==> config.mk <==
export PLATFORM = sky130hd
export DESIGN_NAME = bus_slot_scheduler_flat
export DESIGN_NICKNAME = d
export VERILOG_FILES = /design/src/rtl/bus_slot_scheduler_if.sv /design/src/rtl/bus_slot_scheduler.sv /design/src/flat_wrapper.sv
export SDC_FILE = /design/constraint.sdc
export NUM_CORES = 1
export LEC_CHECK = 0
export CAP_MARGIN = 25
export CORE_MARGIN = 10
export CORE_UTILIZATION = 42
export DETAILED_ROUTE_END_ITERATION = 7
export PLACE_DENSITY = 0.8
export SLEW_MARGIN = 25
export SYNTH_ARGS = -nofsm -noshare
export SYNTH_HDL_FRONTEND = slang
export SYNTH_SLANG_ARGS = --single-unit
==> constraint.sdc <==
create_clock -name clk16_i -period 2.6 [get_ports clk16_i]
set_input_delay 0.26 -clock clk16_i [delete_from_list [all_inputs] [get_ports clk16_i]]
set_output_delay 0.26 -clock clk16_i [all_outputs]
set_load 0.02 [all_outputs]
==> src/rtl/bus_slot_scheduler_if.sv <==
// Bus/requester signal bundle for bus_slot_scheduler.
// slave: the scheduler side. master: the requesters, CPU pins and SRAM side.
interface bus_slot_scheduler_if;
  localparam int unsigned ADDR_W = 17;
  localparam int unsigned DATA_W = 8;

  // Video fetcher
  logic              video_req_i;
  logic [ADDR_W-1:0] video_addr_i;
  logic              video_done_o;
  logic [DATA_W-1:0] video_data_o;

  // MCU SPI bridge
  logic              mcu_req_i;
  logic              mcu_we_i;
  logic [ADDR_W-1:0] mcu_addr_i;
  logic [DATA_W-1:0] mcu_wdata_i;
  logic              mcu_done_o;
  logic [DATA_W-1:0] mcu_rdata_o;

  // Shared bus pins and SRAM strobes
  logic              bus_rw_ni;
  logic [DATA_W-1:0] bus_data_i;
  logic [ADDR_W-1:0] bus_addr_o;
  logic              bus_addr_oe;
  logic [DATA_W-1:0] bus_data_o;
  logic              bus_data_oe;
  logic              bus_rw_no;
  logic              bus_rw_noe;
  logic              ram_oe_no;
  logic              ram_we_no;

  // CPU timing
  logic              cpu_be_o;
  logic              cpu_clk_o;
  logic              frame_o;

  modport slave (
    input  video_req_i, video_addr_i,
    input  mcu_req_i, mcu_we_i, mcu_addr_i, mcu_wdata_i,
    input  bus_rw_ni, bus_data_i,
    output video_done_o, video_data_o,
    output mcu_done_o, mcu_rdata_o,
    output bus_addr_o, bus_addr_oe, bus_data_o, bus_data_oe,
    output bus_rw_no, bus_rw_noe, ram_oe_no, ram_we_no,
    output cpu_be_o, cpu_clk_o, frame_o
  );

  modport master (
    output video_req_i, video_addr_i,
    output mcu_req_i, mcu_we_i, mcu_addr_i, mcu_wdata_i,
    output bus_rw_ni, bus_data_i,
    input  video_done_o, video_data_o,
    input  mcu_done_o, mcu_rdata_o,
    input  bus_addr_o, bus_addr_oe, bus_data_o, bus_data_oe,
    input  bus_rw_no, bus_rw_noe, ram_oe_no, ram_we_no,
    input  cpu_be_o, cpu_clk_o, frame_o
  );
endinterface

==> src/rtl/bus_slot_scheduler.sv <==
// Time-division scheduler for the shared address/data bus and SRAM.
// 16-cycle frames: cycles 0-5 one video/MCU access, cycle 6 turnaround,
// then the CPU slot. All outputs are registered from the next-cycle decode.
// Optional feature macro: BUS_SLOT_FAIRNESS_EN (an MCU that lost to video
// wins the following arbitration). Undefined: fixed video priority.
module bus_slot_scheduler #(
  parameter int unsigned CPU_BE_START = 7,
  parameter int unsigned PHI2_START   = 12
) (
  input  logic                clk16_i,
  input  logic                reset_i,
  bus_slot_scheduler_if.slave bus
);
  localparam int unsigned CNT_W  = 4;
  localparam int unsigned ADDR_W = 17;
  localparam int unsigned DATA_W = 8;

  localparam logic [CNT_W-1:0] CYC_FIRST    = CNT_W'(0);
  localparam logic [CNT_W-1:0] CYC_STRB_S   = CNT_W'(1);   // read OE / write data start
  localparam logic [CNT_W-1:0] CYC_WE_S     = CNT_W'(2);
  localparam logic [CNT_W-1:0] CYC_CAPTURE  = CNT_W'(4);   // last strobe cycle, data sampled at its end
  localparam logic [CNT_W-1:0] CYC_WIN_END  = CNT_W'(5);   // last driven cycle, done pulse
  localparam logic [CNT_W-1:0] CYC_TURN     = CNT_W'(6);
  localparam logic [CNT_W-1:0] CYC_LAST     = CNT_W'(15);
  localparam logic [CNT_W-1:0] CYC_BE       = CNT_W'(CPU_BE_START);
  localparam logic [CNT_W-1:0] CYC_PHI2     = CNT_W'(PHI2_START);
  localparam logic [CNT_W-1:0] CYC_RW_SMP   = CNT_W'(PHI2_START - 1);
  localparam logic [CNT_W-1:0] CYC_CPU_WE_S = CNT_W'(PHI2_START + 1);
  localparam logic [CNT_W-1:0] CYC_CPU_WE_E = CNT_W'(14);

  typedef enum logic [1:0] {
    GNT_NONE  = 2'd0,
    GNT_VIDEO = 2'd1,
    GNT_MCU   = 2'd2
  } grant_t;

  logic [CNT_W-1:0]  r_cnt;
  grant_t            r_grant;
  logic              r_cpu_rw;

  logic [CNT_W-1:0]  w_cnt_nxt;
  grant_t            w_grant_arb;
  grant_t            w_grant_nxt;
  logic              w_cpu_rw_nxt;
  logic              w_act;
  logic              w_wr;
  logic              w_rd;
  logic [ADDR_W-1:0] w_addr;
  logic              w_data_oe;
  logic              w_ram_oe;
  logic              w_ram_we;

`ifdef BUS_SLOT_FAIRNESS_EN
  logic              r_starve;
  logic              w_starve_nxt;

  // Arbitration with starvation override: a starved MCU beats video once
  always_comb begin
    w_grant_arb  = GNT_NONE;
    w_starve_nxt = r_starve;
    if (bus.mcu_req_i && (r_starve || !bus.video_req_i)) begin
      w_grant_arb  = GNT_MCU;
      w_starve_nxt = 1'b0;
    end else if (bus.video_req_i) begin
      w_grant_arb  = GNT_VIDEO;
      w_starve_nxt = bus.mcu_req_i;
    end
  end

  // Starvation flag updates only at the arbitration edge
  always_ff @(posedge clk16_i) begin
    if (reset_i) begin
      r_starve <= 1'b0;
    end else if (r_cnt == CYC_LAST) begin
      r_starve <= w_starve_nxt;
    end
  end
`else
  // Arbitration with fixed video priority
  always_comb begin
    w_grant_arb = GNT_NONE;
    if (bus.video_req_i) begin
      w_grant_arb = GNT_VIDEO;
    end else if (bus.mcu_req_i) begin
      w_grant_arb = GNT_MCU;
    end
  end
`endif

  // Decode what the next cycle looks like so every output can be registered
  always_comb begin
    w_cnt_nxt   = r_cnt + CNT_W'(1);
    w_grant_nxt = r_grant;
    if (r_cnt == CYC_LAST) begin
      w_grant_nxt = w_grant_arb;
    end else if (r_cnt == CYC_TURN) begin
      w_grant_nxt = GNT_NONE;
    end
    w_cpu_rw_nxt = (r_cnt == CYC_RW_SMP) ? bus.bus_rw_ni : r_cpu_rw;

    w_act  = (w_grant_nxt != GNT_NONE) && (w_cnt_nxt <= CYC_WIN_END);
    w_wr   = (w_grant_nxt == GNT_MCU) && bus.mcu_we_i;
    w_rd   = (w_grant_nxt != GNT_NONE) && !w_wr;
    w_addr = (w_grant_nxt == GNT_MCU) ? bus.mcu_addr_i : bus.video_addr_i;

    w_data_oe = w_wr && (w_cnt_nxt >= CYC_STRB_S) && (w_cnt_nxt <= CYC_WIN_END);
    w_ram_oe  = (w_rd && (w_cnt_nxt >= CYC_STRB_S) && (w_cnt_nxt <= CYC_CAPTURE)) ||
                (w_cpu_rw_nxt && (w_cnt_nxt >= CYC_PHI2));
    w_ram_we  = (w_wr && (w_cnt_nxt >= CYC_WE_S) && (w_cnt_nxt <= CYC_CAPTURE)) ||
                (!w_cpu_rw_nxt && (w_cnt_nxt >= CYC_CPU_WE_S) && (w_cnt_nxt <= CYC_CPU_WE_E));
  end

  // Frame state, grant and all registered outputs
  always_ff @(posedge clk16_i) begin
    if (reset_i) begin
      r_cnt            <= CYC_LAST;
      r_grant          <= GNT_NONE;
      r_cpu_rw         <= 1'b1;
      bus.frame_o      <= 1'b0;
      bus.cpu_be_o     <= 1'b0;
      bus.cpu_clk_o    <= 1'b0;
      bus.bus_addr_oe  <= 1'b0;
      bus.bus_addr_o   <= '0;
      bus.bus_rw_noe   <= 1'b0;
      bus.bus_rw_no    <= 1'b1;
      bus.bus_data_oe  <= 1'b0;
      bus.bus_data_o   <= '0;
      bus.ram_oe_no    <= 1'b1;
      bus.ram_we_no    <= 1'b1;
      bus.video_done_o <= 1'b0;
      bus.mcu_done_o   <= 1'b0;
      bus.video_data_o <= '0;
      bus.mcu_rdata_o  <= '0;
    end else begin
      r_cnt            <= w_cnt_nxt;
      r_grant          <= w_grant_nxt;
      r_cpu_rw         <= w_cpu_rw_nxt;
      bus.frame_o      <= (w_cnt_nxt == CYC_FIRST);
      bus.cpu_be_o     <= (w_cnt_nxt >= CYC_BE);
      bus.cpu_clk_o    <= (w_cnt_nxt >= CYC_PHI2);
      bus.bus_addr_oe  <= w_act;
      bus.bus_addr_o   <= w_act ? w_addr : ADDR_W'(0);
      bus.bus_rw_noe   <= w_act;
      bus.bus_rw_no    <= !(w_act && w_wr);
      bus.bus_data_oe  <= w_data_oe;
      bus.bus_data_o   <= w_data_oe ? bus.mcu_wdata_i : DATA_W'(0);
      bus.ram_oe_no    <= !w_ram_oe;
      bus.ram_we_no    <= !w_ram_we;
      bus.video_done_o <= (w_grant_nxt == GNT_VIDEO) && (w_cnt_nxt == CYC_WIN_END);
      bus.mcu_done_o   <= (w_grant_nxt == GNT_MCU) && (w_cnt_nxt == CYC_WIN_END);
      if ((r_cnt == CYC_CAPTURE) && (r_grant == GNT_VIDEO)) begin
        bus.video_data_o <= bus.bus_data_i;
      end
      if ((r_cnt == CYC_CAPTURE) && (r_grant == GNT_MCU) && !bus.mcu_we_i) begin
        bus.mcu_rdata_o <= bus.bus_data_i;
      end
    end
  end
endmodule
==> src/flat_wrapper.sv <==
// flat-port wrapper written by rule: the top's interface ports become plain ports
module bus_slot_scheduler_flat 
#(
  parameter int unsigned CPU_BE_START = 7,
  parameter int unsigned PHI2_START   = 12
)
  (clk16_i, reset_i, bus_video_req_i, bus_video_addr_i, bus_mcu_req_i, bus_mcu_we_i, bus_mcu_addr_i, bus_mcu_wdata_i, bus_bus_rw_ni, bus_bus_data_i, bus_video_done_o, bus_video_data_o, bus_mcu_done_o, bus_mcu_rdata_o, bus_bus_addr_o, bus_bus_addr_oe, bus_bus_data_o, bus_bus_data_oe, bus_bus_rw_no, bus_bus_rw_noe, bus_ram_oe_no, bus_ram_we_no, bus_cpu_be_o, bus_cpu_clk_o, bus_frame_o);
  bus_slot_scheduler_if bus_i ();
  input  logic clk16_i;
  input  logic reset_i;
  input wire logic [$bits(bus_i.video_req_i)-1:0] bus_video_req_i;
  input wire logic [$bits(bus_i.video_addr_i)-1:0] bus_video_addr_i;
  input wire logic [$bits(bus_i.mcu_req_i)-1:0] bus_mcu_req_i;
  input wire logic [$bits(bus_i.mcu_we_i)-1:0] bus_mcu_we_i;
  input wire logic [$bits(bus_i.mcu_addr_i)-1:0] bus_mcu_addr_i;
  input wire logic [$bits(bus_i.mcu_wdata_i)-1:0] bus_mcu_wdata_i;
  input wire logic [$bits(bus_i.bus_rw_ni)-1:0] bus_bus_rw_ni;
  input wire logic [$bits(bus_i.bus_data_i)-1:0] bus_bus_data_i;
  output wire logic [$bits(bus_i.video_done_o)-1:0] bus_video_done_o;
  output wire logic [$bits(bus_i.video_data_o)-1:0] bus_video_data_o;
  output wire logic [$bits(bus_i.mcu_done_o)-1:0] bus_mcu_done_o;
  output wire logic [$bits(bus_i.mcu_rdata_o)-1:0] bus_mcu_rdata_o;
  output wire logic [$bits(bus_i.bus_addr_o)-1:0] bus_bus_addr_o;
  output wire logic [$bits(bus_i.bus_addr_oe)-1:0] bus_bus_addr_oe;
  output wire logic [$bits(bus_i.bus_data_o)-1:0] bus_bus_data_o;
  output wire logic [$bits(bus_i.bus_data_oe)-1:0] bus_bus_data_oe;
  output wire logic [$bits(bus_i.bus_rw_no)-1:0] bus_bus_rw_no;
  output wire logic [$bits(bus_i.bus_rw_noe)-1:0] bus_bus_rw_noe;
  output wire logic [$bits(bus_i.ram_oe_no)-1:0] bus_ram_oe_no;
  output wire logic [$bits(bus_i.ram_we_no)-1:0] bus_ram_we_no;
  output wire logic [$bits(bus_i.cpu_be_o)-1:0] bus_cpu_be_o;
  output wire logic [$bits(bus_i.cpu_clk_o)-1:0] bus_cpu_clk_o;
  output wire logic [$bits(bus_i.frame_o)-1:0] bus_frame_o;
  assign bus_i.video_req_i = bus_video_req_i;
  assign bus_i.video_addr_i = bus_video_addr_i;
  assign bus_i.mcu_req_i = bus_mcu_req_i;
  assign bus_i.mcu_we_i = bus_mcu_we_i;
  assign bus_i.mcu_addr_i = bus_mcu_addr_i;
  assign bus_i.mcu_wdata_i = bus_mcu_wdata_i;
  assign bus_i.bus_rw_ni = bus_bus_rw_ni;
  assign bus_i.bus_data_i = bus_bus_data_i;
  assign bus_video_done_o = bus_i.video_done_o;
  assign bus_video_data_o = bus_i.video_data_o;
  assign bus_mcu_done_o = bus_i.mcu_done_o;
  assign bus_mcu_rdata_o = bus_i.mcu_rdata_o;
  assign bus_bus_addr_o = bus_i.bus_addr_o;
  assign bus_bus_addr_oe = bus_i.bus_addr_oe;
  assign bus_bus_data_o = bus_i.bus_data_o;
  assign bus_bus_data_oe = bus_i.bus_data_oe;
  assign bus_bus_rw_no = bus_i.bus_rw_no;
  assign bus_bus_rw_noe = bus_i.bus_rw_noe;
  assign bus_ram_oe_no = bus_i.ram_oe_no;
  assign bus_ram_we_no = bus_i.ram_we_no;
  assign bus_cpu_be_o = bus_i.cpu_be_o;
  assign bus_cpu_clk_o = bus_i.cpu_clk_o;
  assign bus_frame_o = bus_i.frame_o;
  bus_slot_scheduler #(.CPU_BE_START(CPU_BE_START), .PHI2_START(PHI2_START)) u_core (.clk16_i(clk16_i), .reset_i(reset_i), .bus(bus_i));
endmodule
* After elaboration in Yosys (flattened, before gate mapping) *
Cells that the tools add are included.

storage, ports and cells
  flip-flop bits (word level) = 58
  input bits = 56
  word-level logic and storage cells = 73

operators by class
  add/sub/neg operators = 1
  magnitude comparators = 8
  equality and inequality tests = 9
  multiplexer cells = 6
  bitwise operators = 2
  reduce and logical (&&, ||, !) cells = 30

operator list
  operator               number
  $logic_and A1 B1 Y1    18
  $mux W17               1
  $eq A4 B3 Y1 const B   3
  $eq A4 B4 Y1 const B   2
  $ge A4 B4 Y1 const B   2
  $le A4 B3 Y1 const B   2
  $mux W2                4
  $logic_not A1 Y1       6
  $add A4 B1 Y4 const B  1
  $eq A2 B1 Y1 const B   2
  $eq A2 B2 Y1 const B   2
  $ge A4 B1 Y1 const B   1
  $ge A4 B2 Y1 const B   1
  $ge A4 B3 Y1 const B   1
  $le A4 B4 Y1 const B   1
  $logic_not A4 Y1       1
  $reduce_or A2 Y1       2
  $logic_or A1 B1 Y1     2
  $not A1 Y1             2
  $reduce_bool A2 Y1     1
  $mux W1                1

* Depth between registers and ports, before layout *
Gate-level depths: netlist (run 1).

  depth in word-level cells = 11
  gate-level depth with buffers = 8
  mapped depth without buffers = 6

* Least setup slack after synthesis (run 1) *
Ideal clock, no wire load.

  path kind = flip-flop to flip-flop
  from = register u_core.r_cnt[0]
  to = register u_core.bus.bus_addr_o[1]
  library setup time = 0.089 ns
  arrival time = 1.788 ns
  data required time = 2.511 ns
  path slack = 0.723 ns
  stages on the path, launching flop included = 9
  cells stage by stage = dfxtp_1 inv_1 ha_1 o21ai_2 a211oi_4 or4_1 buf_6 buf_12 o32ai_4

on the way
  elaborated cells on any way between the ends = 12
  those cells by class = 1 x add/sub; 1 x order compare; 3 x eq/ne; 3 x mux; 1 x bitwise; 3 x reduce/logical

RTL lines
  what                        RTL line                     source
  from (decl)                 bus_slot_scheduler.sv:37     logic [CNT_W-1:0] r_cnt;
  from (signal assigned)      bus_slot_scheduler.sv:135    r_cnt <= w_cnt_nxt;
  $add A4 B1 Y4               bus_slot_scheduler.sv:92     w_cnt_nxt = r_cnt + CNT_W'(1);
  net u_core.w_cnt_nxt[0]     bus_slot_scheduler.sv:41     logic [CNT_W-1:0] w_cnt_nxt;
  $le A4 B3 Y1                bus_slot_scheduler.sv:101    w_act = (w_grant_nxt != GNT_NONE) && (w_cnt_nxt <= CYC_WIN_END);
  $logic_and A1 B1 Y1         bus_slot_scheduler.sv:101
  $not A1 Y1 (no line)        -
  $reduce_or A2 Y1 (no line)  -
  to (signal assigned)        bus_slot_scheduler.sv:142    bus.bus_addr_o <= w_act ? w_addr : ADDR_W'(0);
  to (decl)                   bus_slot_scheduler_if.sv:44  output bus_addr_o, bus_addr_oe, bus_data_o, bus_data_oe,

The timed path passes the listed nets, and every way through them passes these cells.
A chain may end at the register's enable or synchronous reset.

* Worst setup path in the final report (run 1) *
  from = register u_core.r_cnt[1]
  to = register u_core.bus.bus_addr_o[9]

on the way
  word-level cells in the longest chain between the ends = 7
  elaborated cells on any way between the ends = 12
  those cells by class = 1 x add/sub; 1 x order compare; 3 x eq/ne; 3 x mux; 1 x bitwise; 3 x reduce/logical

RTL lines
  what
  parallel branches: the longest is 7 deep, another holds $add A4 B1 Y4

Several ways; the timed one is not identified.

==> impl_metrics.json, run 1 <==
{
  "status": "finished clean",
  "slew_violations": 0,
  "syn_nets": 304,
  "path_delay_family": "compound AO/OA/AOI/OAI gates",
  "yosysSeqAreaShare_pct": 46.9,
  "layout_setup_ws_ns": 0.318,
  "antenna_found_initial": 0,
  "syn_area_mm2": 0.00247,
  "synth_top_family_by_area": "simple AND/OR/NAND/NOR gates",
  "ios": 108,
  "ctsRootBufferMaster": "clkbuf_8",
  "yosys_warnings": 0,
  "fin_skew_ns": 0.00836,
  "dieArea_mm2": 0.00936,
  "place_congestion": 0.881,
  "vias": 2065,
  "syn_area_per_cell_um2": 10.1,
  "drt-total-wl_um": 6600,
  "syn_to_final_growth_pct": 51.9,
  "required_ns": 2.84,
  "final_cell_mix": "clkdlybuf4s50_1 (107), dfxtp_1 (58), inv_1 (40), nor2_1 (23), mux2i_1 (18)",
  "clk_pin_slew_worst_paths_ns": 0.07,
  "holdBufCountCts": 0,
  "finalWorstPathRequiredPeriod_ns": 2.28,
  "layout_commonest_cell": "clkdlybuf4s50_1",
  "cts_max_path_buffers": 2,
  "ir_drop_mv": 0.374,
  "grtUsageTotal_pct": 13.5,
  "io_buffer_count": 107,
  "cp-start-kind": "flip-flop",
  "synth_cell_types": 40,
  "p_total_mw": 2.23,
  "maxClockFrequency_ghz": 0.438,
  "drt_iter0_drc": 68,
  "path_buf_inv": 1,
  "fin_area_mm2": 0.00376,
  "synth_compound_area_share_pct": 14.8,
  "nNetsFinal": 408,
  "ys_seq_elements": 58,
  "endpoint_kind": "flip-flop",
  "cp_slowest_stage_delay_ns": 0.45,
  "layout-drive-gt1-share_pct": 13.6,
  "cp_slowest_cell": "ha_1",
  "cts_setup_buffers": 0,
  "hold_viol_final": 0,
  "antenna_left": 0,
  "dpl_cell_area_mm2": 0.00356,
  "die_w_um": 96.8,
  "rows": 27,
  "grt_pass1_vias": 2095,
  "grt_pass1_wl_um": 10500,
  "rsz0062_at_grt": "false",
  "grt_max_degree": 30,
  "grt_overflow_total": 0,
  "cts_made_buffers": 9,
  "crit_arrival_ns": 2.52,
  "period_share_pct": 87.8,
  "drcViolationCount": 0,
  "initial_core_util_pct": 44.1,
  "tns_ns": 0,
  "synthAdderAreaFrac_pct": 2.43,
  "hp-class": "reg2reg",
  "cts_resized": 0,
  "routed_via_density": 4.87,
  "synth_xor_area_share_pct": 1.06,
  "synthMuxAreaShare_pct": 7.28,
  "slew_headroom_pct": 59.7,
  "clkLatencyLatePin_ns": 0.34,
  "setup_viol_count_final": 0,
  "cts.sinks": 58,
  "fp.dieH_um": 96.8,
  "synthCells": 244,
  "drt-pass1-iter-count": 4,
  "path_cells": "ha_1 > and3b_4 > a211oi_4 > o21ai_4 > buf_16 > o32ai_1",
  "cts-htree-levels": 3,
  "criticalPathCategory": "reg2reg",
  "synth-simple-area-share_pct": 15.7,
  "num_antenna_cells": 0,
  "placement.setup.worst_slack_ns": 0.191,
  "drv_cap": 0,
  "p_per_area_mw_per_mm2": 593,
  "p_leak_nw": 1.52,
  "fp.coreArea_mm2": 0.00561,
  "dp_hpwl_um": 5020,
  "worst_pin_slew_ns": 0.605,
  "drt-wirelength-per-cell_um": 15.6,
  "cp_max_fo": 21,
  "cts_tree": "yes"
}
-- cells by family after synthesis --
kind of cell / after synthesis
simple gates: 64
buf+inv: 60
flops: 58
compound gates: 36
mux: 18
fa+ha+maj: 5
xor+xnor: 3
-- synthesized netlist by cell type, drive strengths merged --
master / number / area, um2
nand2b: 1 / 6.26
o2111a: 1 / 11.3
o32ai: 17 / 235
or2: 2 / 12.5
nand4: 1 / 6.26
and4: 1 / 11.3
nand3: 2 / 15.0
and3b: 1 / 12.5
buf: 13 / 116
or3: 2 / 12.5
or4: 2 / 15.0
a211oi: 1 / 20.0
dfxtp: 58 / 1160
maj3: 1 / 10.0
clkbuf: 7 / 26.3
ha: 4 / 50.1
o21a: 1 / 7.51
a21oi: 2 / 10.0
a311oi: 1 / 8.76
nor4b: 1 / 8.76
xor2: 1 / 8.76
nor4: 11 / 125
nand3b: 2 / 15.0
inv: 40 / 150
nor2: 23 / 86.3
a2bb2oi: 1 / 8.76
nor3: 5 / 25.0
mux2i: 18 / 180
xnor2: 2 / 17.5
nand2: 10 / 37.5
o21ai: 12 / 63.8
-- cell type report --
cell class	count	area (um2)
sequential	58	1160
clock buffer	12	155
tap	72	90.1
multi-input combinational	126	1040
fill	483	1850
clock inverter	3	15.0
timing repair buffer	113	1150
inverter	40	150
-- per-stage QoR --
| stage | utilization (%) | hold slack [ns] | std cells |
|---|---|---|---|
| after floorplan | - | 0.397 | 244 |
| after global placement | 63.5 | 0.424 | 408 |
| after detailed placement | 63.5 | 0.438 | 408 |
| after CTS | 66.5 | 0.454 | 423 |
| after global routing | 67.0 | 0.481 | 424 |
| final | 67.0 | 0.452 | 424 |
-- layer usage --
layer	routed length (um)	part of all wire, %	GRT usage, %
met5	0	0	0
met4	93	1.4	5.07
met3	709	11	8.16
met2	3040	46	21.1
met1	2760	42	14.6
-- worst register-to-register path, stage by stage, from the launching register on --
cell      delay, ns
dfxtp_1        0.42
ha_1           0.45
and3b_4        0.27
a211oi_4       0.34
o21ai_4        0.20
buf_16         0.22
o32ai_1        0.28
-- sequential cells by signal (all words and copies together), names as in the netlist, 2 cells and up --
name,count
u_core.bus.video_data_o,8
u_core.r_cnt,4
u_core.bus.bus_data_o,8
u_core.r_grant,2
u_core.bus.mcu_rdata_o,8
u_core.bus.bus_addr_o,17
-- power by group --
part           internal (mW)  switching (mW)
combinational          0.247           0.283
sequential             0.935          0.0393
clock                  0.387           0.337
-- worst paths after layout --
kind | from | endpoint | slack [ns] | cells after the start
max reg2reg | u_core.r_cnt[1]$_SDFF_PP1_ | u_core.bus.bus_addr_o[9]$_SDFF_PP0_ | 0.32 | 6
min | u_core.r_cnt[0]$_SDFF_PP1_ | u_core.r_cnt[0]$_SDFF_PP1_ | 0.45 | 1
min reg2reg | u_core.r_cnt[0]$_SDFF_PP1_ | u_core.r_cnt[0]$_SDFF_PP1_ | 0.45 | 1
max | u_core.r_cnt[1]$_SDFF_PP1_ | u_core.bus.bus_addr_o[9]$_SDFF_PP0_ | 0.32 | 6
No activity file was read; power rests on OpenSTA's default activity.
==> run 2: changes to the inputs <==
--- a/config.mk
+++ b/config.mk
@@ -5,7 +5,7 @@
 export SDC_FILE = /design/constraint.sdc
 export NUM_CORES = 1
 export LEC_CHECK = 0
-export CAP_MARGIN = 25
+export CAP_MARGIN = 10
 export CORE_MARGIN = 10
 export CORE_UTILIZATION = 42
 export DETAILED_ROUTE_END_ITERATION = 7
==> results of run 2 <==
Final layout, timing and power as in run 1 (identical DEF).
